## src/rtl/flash_arb_pkg.sv

```systemverilog
// Shared op codes, FSM states and LLC direction encoding for the flash command arbiter.
package flash_arb_pkg;

    typedef enum logic [1:0] {
        OP_READ  = 2'b00,
        OP_PROG  = 2'b01,
        OP_ERASE = 2'b10,
        OP_RSVD  = 2'b11
    } op_e;

    typedef enum logic [1:0] {
        ST_IDLE  = 2'b00,
        ST_RUN   = 2'b01,
        ST_DRAIN = 2'b10
    } state_e;

    localparam logic DIR_IN  = 1'b0;   // flash -> controller
    localparam logic DIR_OUT = 1'b1;   // controller -> flash

    localparam int N_PORTS = 2;

    // Instruction fetch may only read; the reserved code also degrades to a read.
    function automatic op_e decode_op(input logic is_data_port, input logic [1:0] op);
        op_e res;
        res = OP_READ;
        if (is_data_port) begin
            case (op)
                2'b01:   res = OP_PROG;
                2'b10:   res = OP_ERASE;
                default: res = OP_READ;
            endcase
        end
        return res;
    endfunction

endpackage

```

## src/rtl/flash_arb_rr.sv

```systemverilog
// Two-way request picker: fixed priority to port 0, or round-robin on the last accepted grant.
module flash_arb_rr
    import flash_arb_pkg::*;
#(
    parameter bit FIXED_PRIO = 1'b0
) (
    input  logic               i_clk,
    input  logic               i_reset,
    input  logic [N_PORTS-1:0] i_valid,
    input  logic               i_accept,
    output logic [N_PORTS-1:0] o_grant
);

    logic r_last;
    logic w_pick1;

    always_comb begin
        if (FIXED_PRIO) begin
            w_pick1 = i_valid[1] & ~i_valid[0];
        end else begin
            w_pick1 = i_valid[1] & (~i_valid[0] | ~r_last);
        end
    end

    assign o_grant = {w_pick1, i_valid[0] & ~w_pick1};

    // Reset value 1 means port 0 is favoured on the first tie.
    always_ff @(posedge i_clk or posedge i_reset) begin
        if (i_reset) begin
            r_last <= 1'b1;
        end else if (i_accept) begin
            r_last <= w_pick1;
        end
    end

endmodule

```

## src/rtl/flash_cmd_arbiter.sv

```systemverilog
// Shares one QSPI low-level controller between instruction fetch (port 0) and data (port 1).
module flash_cmd_arbiter
    import flash_arb_pkg::*;
#(
    parameter bit FIXED_PRIO = 1'b0,
    parameter int TIMEOUT    = 4096,
    parameter int MAX_LEN_W  = 8
) (
    input  logic                 i_clk,
    input  logic                 i_reset,
    input  logic                 i_req0_valid,
    output logic                 o_req0_ready,
    input  logic [1:0]           i_req0_op,
    input  logic [23:0]          i_req0_addr,
    input  logic [31:0]          i_req0_wdata,
    input  logic [MAX_LEN_W-1:0] i_req0_len,
    input  logic                 i_req0_quad,
    output logic                 o_req0_rvalid,
    output logic [31:0]          o_req0_rdata,
    output logic                 o_req0_done,
    output logic                 o_req0_err,
    input  logic                 i_req1_valid,
    output logic                 o_req1_ready,
    input  logic [1:0]           i_req1_op,
    input  logic [23:0]          i_req1_addr,
    input  logic [31:0]          i_req1_wdata,
    input  logic [MAX_LEN_W-1:0] i_req1_len,
    input  logic                 i_req1_quad,
    output logic                 o_req1_rvalid,
    output logic [31:0]          o_req1_rdata,
    output logic                 o_req1_done,
    output logic                 o_req1_err,
    output logic                 o_llc_go,
    output logic                 o_llc_write,
    output logic                 o_llc_erase,
    output logic                 o_llc_op_cont,
    output logic                 o_llc_spd,
    output logic                 o_llc_dir,
    output logic [23:0]          o_llc_address,
    output logic [31:0]          o_llc_word,
    input  logic [31:0]          i_llc_word,
    input  logic                 i_llc_valid,
    input  logic                 i_llc_busy
);

    localparam int TMO_W = (TIMEOUT > 1) ? $clog2(TIMEOUT) : 1;
    localparam logic [TMO_W-1:0] TMO_MAX = TMO_W'(TIMEOUT - 1);

    state_e r_state;
    state_e w_state_next;

    logic [N_PORTS-1:0]   w_valid;
    logic [N_PORTS-1:0]   w_grant;
    logic [N_PORTS-1:0]   w_ready;
    logic                 w_hs;
    logic                 w_sel;
    op_e                  w_op;
    logic [23:0]          w_addr;
    logic [MAX_LEN_W-1:0] w_len;
    logic                 w_quad;
    logic                 w_word_ok;
    logic                 w_last;
    logic                 w_tmo_hit;
    logic                 w_finish;
    logic                 w_unused;

    logic                 r_owner;
    logic                 r_read;
    logic                 r_abort;
    logic [MAX_LEN_W-1:0] r_remaining;
    logic [TMO_W-1:0]     r_tmo;
    logic [N_PORTS-1:0]   r_rvalid;
    logic [N_PORTS-1:0]   r_done;
    logic [N_PORTS-1:0]   r_err;
    logic [31:0]          r_rdata;
    logic                 r_go;
    logic                 r_write;
    logic                 r_erase;
    logic                 r_op_cont;
    logic                 r_spd;
    logic                 r_dir;
    logic [23:0]          r_address;
    logic [31:0]          r_word;

    // Fetch never programs, so its write data has no destination.
    assign w_unused = ^i_req0_wdata;

    assign w_valid = {i_req1_valid, i_req0_valid};

    flash_arb_rr #(
        .FIXED_PRIO (FIXED_PRIO)
    ) u_rr (
        .i_clk    (i_clk),
        .i_reset  (i_reset),
        .i_valid  (w_valid),
        .i_accept (w_hs),
        .o_grant  (w_grant)
    );

    for (genvar gi = 0; gi < N_PORTS; gi++) begin : g_ready
        assign w_ready[gi] = (r_state == ST_IDLE) & w_grant[gi];
    end

    assign w_hs   = |(w_ready & w_valid);
    assign w_sel  = w_grant[1];
    assign w_op   = w_sel ? decode_op(1'b1, i_req1_op) : decode_op(1'b0, i_req0_op);
    assign w_addr = w_sel ? i_req1_addr : i_req0_addr;
    assign w_len  = w_sel ? i_req1_len  : i_req0_len;
    assign w_quad = w_sel ? i_req1_quad : i_req0_quad;

    always_ff @(posedge i_clk or posedge i_reset) begin
        if (i_reset) begin
            r_state <= ST_IDLE;
        end else begin
            r_state <= w_state_next;
        end
    end

    always_comb begin
        w_state_next = r_state;
        w_word_ok    = 1'b0;
        w_last       = 1'b0;
        w_tmo_hit    = 1'b0;
        w_finish     = 1'b0;
        case (r_state)
            ST_IDLE: begin
                if (w_hs) begin
                    w_state_next = ST_RUN;
                end
            end
            ST_RUN: begin
                // A completing word takes precedence over a timeout in the same cycle.
                if (i_llc_valid) begin
                    w_word_ok = 1'b1;
                    if (r_remaining == '0) begin
                        w_last       = 1'b1;
                        w_state_next = ST_DRAIN;
                    end
                end else if (r_tmo == TMO_MAX) begin
                    w_tmo_hit    = 1'b1;
                    w_state_next = ST_DRAIN;
                end
            end
            ST_DRAIN: begin
                if (!i_llc_busy) begin
                    w_finish     = 1'b1;
                    w_state_next = ST_IDLE;
                end
            end
            default: w_state_next = ST_IDLE;
        endcase
    end

    always_ff @(posedge i_clk or posedge i_reset) begin
        if (i_reset) begin
            r_owner     <= 1'b0;
            r_read      <= 1'b0;
            r_abort     <= 1'b0;
            r_remaining <= '0;
            r_tmo       <= '0;
            r_rvalid    <= '0;
            r_done      <= '0;
            r_err       <= '0;
            r_rdata     <= '0;
            r_go        <= 1'b0;
            r_write     <= 1'b0;
            r_erase     <= 1'b0;
            r_op_cont   <= 1'b0;
            r_spd       <= 1'b0;
            r_dir       <= DIR_IN;
            r_address   <= '0;
            r_word      <= '0;
        end else begin
            r_rvalid <= '0;
            r_done   <= '0;
            r_err    <= '0;

            if (w_hs) begin
                r_owner     <= w_sel;
                r_read      <= (w_op == OP_READ);
                r_abort     <= 1'b0;
                r_remaining <= (w_op == OP_READ) ? w_len : '0;
                r_tmo       <= '0;
                r_go        <= 1'b1;
                r_write     <= (w_op == OP_PROG);
                r_erase     <= (w_op == OP_ERASE);
                r_op_cont   <= (w_op == OP_READ) && (w_len != '0);
                r_spd       <= w_quad;
                r_dir       <= (w_op == OP_READ) ? DIR_IN : DIR_OUT;
                r_address   <= w_addr;
                r_word      <= (w_op == OP_PROG) ? i_req1_wdata : '0;
            end

            if (r_state == ST_RUN) begin
                if (w_word_ok) begin
                    r_tmo <= '0;
                    if (r_read) begin
                        r_rvalid[r_owner] <= 1'b1;
                        r_rdata           <= i_llc_word;
                    end
                    if (!w_last) begin
                        r_remaining <= r_remaining - MAX_LEN_W'(1);
                    end
                end else begin
                    r_tmo <= r_tmo + TMO_W'(1);
                end
                if (w_last || w_tmo_hit) begin
                    r_go      <= 1'b0;
                    r_op_cont <= 1'b0;
                end
                if (w_tmo_hit) begin
                    r_abort <= 1'b1;
                end
            end

            if (w_finish) begin
                r_done[r_owner] <= 1'b1;
                r_err[r_owner]  <= r_abort;
            end
        end
    end

    assign o_req0_ready  = w_ready[0];
    assign o_req1_ready  = w_ready[1];
    assign o_req0_rvalid = r_rvalid[0];
    assign o_req1_rvalid = r_rvalid[1];
    assign o_req0_rdata  = r_rdata;
    assign o_req1_rdata  = r_rdata;
    assign o_req0_done   = r_done[0];
    assign o_req1_done   = r_done[1];
    assign o_req0_err    = r_err[0];
    assign o_req1_err    = r_err[1];
    assign o_llc_go      = r_go;
    assign o_llc_write   = r_write;
    assign o_llc_erase   = r_erase;
    assign o_llc_op_cont = r_op_cont;
    assign o_llc_spd     = r_spd;
    assign o_llc_dir     = r_dir;
    assign o_llc_address = r_address;
    assign o_llc_word    = r_word;

endmodule
```

## config.mk

```make
export PLATFORM = sky130hd
export DESIGN_NAME = flash_cmd_arbiter
export DESIGN_NICKNAME = d
export VERILOG_FILES = /design/src/rtl/flash_arb_pkg.sv /design/src/rtl/flash_arb_rr.sv /design/src/rtl/flash_cmd_arbiter.sv
export SDC_FILE = /design/constraint.sdc
export NUM_CORES = 1
export LEC_CHECK = 0
export CORE_AREA = 2 2 120 122
export DETAILED_ROUTE_END_ITERATION = 16
export DIE_AREA = 0 0 122 124
export GPL_ROUTABILITY_DRIVEN = 1
export MAX_ROUTING_LAYER = met4
export PLACE_DENSITY = 0.84
export SYNTH_ARGS = -nofsm -noshare
export SYNTH_HDL_FRONTEND = slang
export SYNTH_HIERARCHICAL = 1
export SYNTH_SLANG_ARGS = --single-unit
```

## constraint.sdc

```tcl
create_clock -name i_clk -period 6.6 [get_ports i_clk]
set_input_delay 1.65 -clock i_clk [delete_from_list [all_inputs] [get_ports i_clk]]
set_output_delay 1.65 -clock i_clk [all_outputs]
set_load 0.02 [all_outputs]
```

* Yosys cells after proc, flatten, opt, wreduce, memory -nomap -nowiden
Index checks and enable logic that the tools add are counted.
** Operators by class
- $lt $le $gt $ge :: 2
- Add/sub/neg operators :: 2
- Reductions and logical operators :: 11
- Equality and inequality tests :: 11
- Bitwise operators :: 10
- Mux-type cells :: 47
** Operators by type and width (number)
- 8-bit 2-to-1 mux :: 6
- 12-bit 2-to-1 mux :: 3
- 32-bit 2-to-1 mux :: 1
- 24-bit 2-to-1 mux :: 1
- 1-bit 2-to-1 mux :: 22
- 2-bit 2-to-1 mux :: 11
- 12-bit by 1-bit adder with 12-bit output, second input constant :: 1
- 12-bit == test, second input constant :: 1
- 8-bit zero test :: 1
- 8-bit nonzero test :: 1
- 8-bit by 1-bit subtractor with 8-bit output, second input constant :: 1
- 2-bit by 1-bit == test with 1-bit output, second input constant :: 3
- 2-bit == test, second input constant :: 3
- 3-bit inequality test, second input constant :: 2
- 2-bit case mux with 3 select lines :: 1
- 1-bit AND :: 4
- 2-bit AND :: 2
- 2-bit zero test :: 2
- 2-bit case mux with 2 select lines :: 1
- 4-bit AND reduction :: 1
- 1-bit inverter :: 3
- 3-bit AND reduction :: 1
- 1-bit logical AND :: 2
- 1-bit by 2-bit less-than comparator with 1-bit output, second input constant :: 1
- 8 further kinds :: 8
** Word-level totals
- Logic and storage cells :: 102
- Flip-flop bits (word level) :: 126
- Input port bits :: 172
- Output and inout bits :: 134

* Longest topological paths before layout
- Depth after elaboration :: 12
- Depth in mapped cells :: 9
- Depth with buffers taken out :: 7

* Hierarchy
Netlist, hierarchy kept.
** By module, submodules not included
- flash_cmd_arbiter :: cells an instance 493, times used 1, sequential area each 3128.0 µm², area an instance 5650.4 µm²
- flash_arb_rr :: cells an instance 7, times used 1, sequential area each 26.3 µm², area an instance 75.1 µm²

* Worst setup path after synthesis
Ideal clock, no wire load.
- Kind :: input port to output port
- Start :: in i_req1_valid
- End :: out o_req1_ready
- Path buffers :: 4
- Slack :: 2105 ps
- Data arrival time :: 2845 ps
- Required time :: 4950 ps
- Stages :: 6
- Cells stage by stage :: a21boi_2 -> buf_4 -> clkbuf_1 -> buf_2 -> buf_2 -> and2_1
** On the way
- Longest elaborated chain between the ends :: 2
** Ends and longest elaborated chain
- from (decl) :: RTL line flash_cmd_arbiter.sv:22 : input logic i_req1_valid,
- 1-bit AND :: RTL line flash_arb_rr.sv:21 : w_pick1 = i_valid[1] & (~i_valid[0] | ~r_last);
- via w_grant[1] :: RTL line flash_cmd_arbiter.sv:53 : logic [N_PORTS-1:0] w_grant;
- 1-bit AND :: RTL line flash_cmd_arbiter.sv:101 : assign w_ready[gi] = (r_state == ST_IDLE) & w_grant[gi];
- to (decl) :: RTL line flash_cmd_arbiter.sv:23 : output logic o_req1_ready,
The timed path passes the listed nets, and every way through them passes these cells.

* Worst setup path after layout
- Start :: in i_req0_valid
- End :: out o_req0_ready
** On the way
- Longest elaborated chain between the ends :: 6
** Ends and longest elaborated chain
- from (decl) :: RTL line flash_cmd_arbiter.sv:11 : input logic i_req0_valid,
- 1-bit inverter :: RTL line flash_arb_rr.sv:21
- 1-bit OR :: RTL line flash_arb_rr.sv:21
- 1-bit AND :: RTL line flash_arb_rr.sv:21
- 1-bit inverter :: RTL line flash_arb_rr.sv:25 : assign o_grant = {w_pick1, i_valid[0] & ~w_pick1};
- 1-bit AND * :: RTL line flash_arb_rr.sv:25
- via w_grant[0] :: RTL line flash_cmd_arbiter.sv:53
- 1-bit AND * :: RTL line flash_cmd_arbiter.sv:101
- to (decl) :: RTL line flash_cmd_arbiter.sv:12 : output logic o_req0_ready,
The timed path passes the listed nets; every way through them passes the cells marked *.

==> flow_summary.json <==
{
  "floorplan.initialDensity_pct": 41.7,
  "timing.critical_path.slowest_stage_cell": "sky130_fd_sc_hd__clkdlybuf4s50_1",
  "drt_pre_antenna_iters": 9,
  "overall_routed_net_length_mm": 15.9,
  "main_combinational_cell_family_by_area_after_synthesis": "compound AO/OA/AOI/OAI gates",
  "critical_path_required_ns": 4.95,
  "clock_path_buffers": 2,
  "floorplan.die_area_um2": 15100,
  "place_area_um2": 8320,
  "timing.final.crit_period_ns": 4.90,
  "gr-usage-all-layers_pct": 21.8,
  "top_level_ports": 306,
  "synth.yosys.seq_area_share_pct": 55.1,
  "synth_top_cell_by_area": "sky130_fd_sc_hd__dfrtp_1",
  "finalHoldViolCount": 0,
  "route.detailed.vias_per_inst": 5.25,
  "setup_repair_bufs_after_cts": 0,
  "final.setup_skew_ns": 0.00586,
  "synth_xor_xnor_area_share_pct": 0.306,
  "crit_path_frequent_cell": "sky130_fd_sc_hd__clkdlybuf4s50_1",
  "adder_cell_share_of_the_synthesized_area_pct": 0.656,
  "grt_overflow": 0,
  "setup.worst_path.end_class": "output port",
  "placement.io_buffers": 271,
  "starting_drc_count_in_detailed_routing": 209,
  "finalPower_mw": 3.93,
  "synth.mux.area_fraction_pct": 11.3,
  "maxCapViolations": 0,
  "path_type_of_the_worst_setup_path": "in2out",
  "synth_seq_cells": 126,
  "num_antenna_cells": 0,
  "timing.rr.end": "o_llc_word[2]$_DFFE_PP0N_",
  "synth-compound-area-share_pct": 14.8,
  "avgRoutedWirePerCell_um": 17.2,
  "timing.final.max_slew_violations": 0,
  "dp_hpwl_mm": 11.7,
  "layout_setup_ws_ns": 1.70,
  "hold_path_startpoint": "o_llc_write$_DFFE_PP0N_",
  "fp-row-count": 43,
  "postLayoutCoreUtil_pct": 64.8,
  "vias": 4843,
  "gp_routability_congestion": 0.852,
  "tightestPinTransition_ns": 1.22,
  "cp_cell_sequence": "clkdlybuf4s50_1 -> a21boi_0 -> and2_1 -> clkdlybuf4s50_1",
  "synthesis.nets": 675,
  "drive_above_1_share_pct": 10.2,
  "critical_path.max_stage_delay_ns": 0.61,
  "cts_htree_levels": 4,
  "unrepaired_setup_endpoints_after_global_routing": "false",
  "die-height_um": 124,
  "result_of_the_run": "complete, no violations",
  "grt_pass1_vias": 4892,
  "instances_no_fill": 923,
  "crit_fanout": 3,
  "critical_path_arrival_ns": 3.25,
  "area_delta_synth_final_pct": 55.3,
  "dp_cells": 891,
  "final_design_area_no_fill_um2": 8890,
  "worst-r2r-cell-count": 7,
  "fin_crit_sh_pct": 74.2,
  "drtAntennaViolNets": 0,
  "irDropWorstVdd_uv": 235,
  "cts_tree": "built",
  "hold-path-cell-count": 1,
  "quantity_of_gates_resized_following_cts": 0,
  "cts.hold.buffers_added": 0,
  "cts_num_sinks": 126,
  "worst_hold_path_type": "reg2reg",
  "final-setup-viol-count": 0,
  "layout_commonest_cell": "sky130_fd_sc_hd__clkdlybuf4s50_1",
  "top_cell_type_s_share_of_synthesized_area_pct": 54.6,
  "syn-mean-instance-area_um2": 11.5,
  "power_per_cell_area_nw_per_um2": 442,
  "grt_pass1_wl_mm": 24.6,
  "totalNegativeSetupSlack_ns": 0,
  "filler_cell_count": 1052,
  "postSynth.asyncResetShare_pct": 100,
  "commonest_cells_after_routing_fill_and_taps_aside": "sky130_fd_sc_hd__clkdlybuf4s50_1 (271), sky130_fd_sc_hd__dfrtp_1 (125), sky130_fd_sc_hd__nand2_1 (47), sky130_fd_sc_hd__o21ai_0 (42), sky130_fd_sc_hd__a22o_1 (34)",
  "worst_skew_pair.late_latency_ns": 0.42,
  "initial_antenna_violation_count": 0,
  "fin_worst_hold_slack_ns": 0.476,
  "setup.worst_path.start_class": "primary input",
  "place_worst_setup_slack_ns": 1.58,
  "power.leakage_nw": 3.82,
  "max_freq_ghz": 0.204,
  "number_of_enable_flip_flop_cells_after_synthesis": 0,
  "path_clk_slew_ns": 0.06,
  "synth.distinct_cells": 61,
  "min_to": "o_llc_write$_DFFE_PP0N_",
  "worst_slew_margin_rel_pct": 18.7,
  "syn-cell-area_um2": 5730,
  "ys_warn_count": 6,
  "synth_simple_gate_area_share_pct": 10.4,
  "synthTopCellsByArea": "sky130_fd_sc_hd__dfrtp_1 (55%), sky130_fd_sc_hd__mux2_2 (6.3%), sky130_fd_sc_hd__a22o_1 (5.2%)",
  "worst_r2r_startpoint": "u_rr/r_last$_DFFE_PP1P_",
  "cts_root_cell": "sky130_fd_sc_hd__clkbuf_16",
  "syn_inst": 500,
  "dieWidth_um": 122,
  "final_nets": 905,
  "regToRegSetupSlack_ns": 3.45,
  "grt_start_max_net_pins": 102,
  "synthFlopType": "sky130_fd_sc_hd__dfrtp_1",
  "drc_errors": 0,
  "core_footprint_um2": 13700,
  "numCtsBuffers": 17,
  "critPathLaunch": "i_req0_valid"
}
-- worst max-delay path, delay by kind of cell --
family                 cells  cell delay [ns]
AOI/OAI and AO/OA          1             0.26
buffers and inverters      2             1.16
and+or+nand+nor            1             0.17
-- synth_stat cells (all sizes together), types with 7 or more instances --
library cell,number
nor2,10
clkbuf,17
mux2,33
nand2,48
dfrtp,125
nand3,8
inv,11
a21oi,7
o21ai,44
mux2i,27
a22o,34
buf,47
-- metal layers --
metal  vias up  track usage (%)  routed length [µm]
met1      2348             23.9                6010
met3        24             6.46                1380
met5         -                -                   0
li1       2228                -                   -
met2       243             38.1                8210
met4         0             7.69                 281
-- sequential cells by signal (all words and copies together) (netlist names), 2 cells and up --
register	cells
o_llc_address	24
o_llc_word	32
o_req0_rdata	32
r_done	2
r_err	2
r_remaining	8
r_rvalid	2
r_state	2
r_tmo	12
-- report_power, final --
part           total, mW  internal [mW]  switching, mW
Combinational       1.78          0.904          0.873
Sequential          1.26           1.05          0.204
Clock              0.901          0.582          0.319
-- worst max path at each step --
stage / slack, ns / to / depth (start not counted)
4_1_cts: 1.69 / o_req0_ready / 4
6_report: 1.70 / o_req0_ready / 4
3_3_place_gp: 1.71 / o_llc_word[8]$_DFFE_PP0N_ / 8
2_1_floorplan: 1.62 / o_llc_address[0]$_DFFE_PP0N_ / 1
5_1_grt: 1.65 / o_req0_ready / 4
3_5_place_dp: 1.58 / o_llc_word[0]$_DFFE_PP0N_ / 8
-- layout make-up --
class / count / area, µm² / area share (%)
timing repair buffer: 275 / 2740 / 30.8
clock buffer: 25 / 485 / 5.46
clock inverter: 7 / 85.1 / 0.957
sequential: 126 / 3150 / 35.5
inverter: 11 / 43.8 / 0.492
multi-input combinational: 299 / 2160 / 24.2
tap: 180 / 225 / 2.53
-- logic make-up (layout without fill, tap and decap cells) --
kind of cell | count (synthesis) | in the layout
XOR/XNOR | 2 | 2
adder cells (fa/ha/maj) | 3 | 3
buffers and inverters | 75 | 318
AO/OA/AOI/OAI | 121 | 121
AND/OR/NAND/NOR | 113 | 113
multiplexers | 60 | 60
flip-flops | 126 | 126
(Power assumes the default switching activity.)
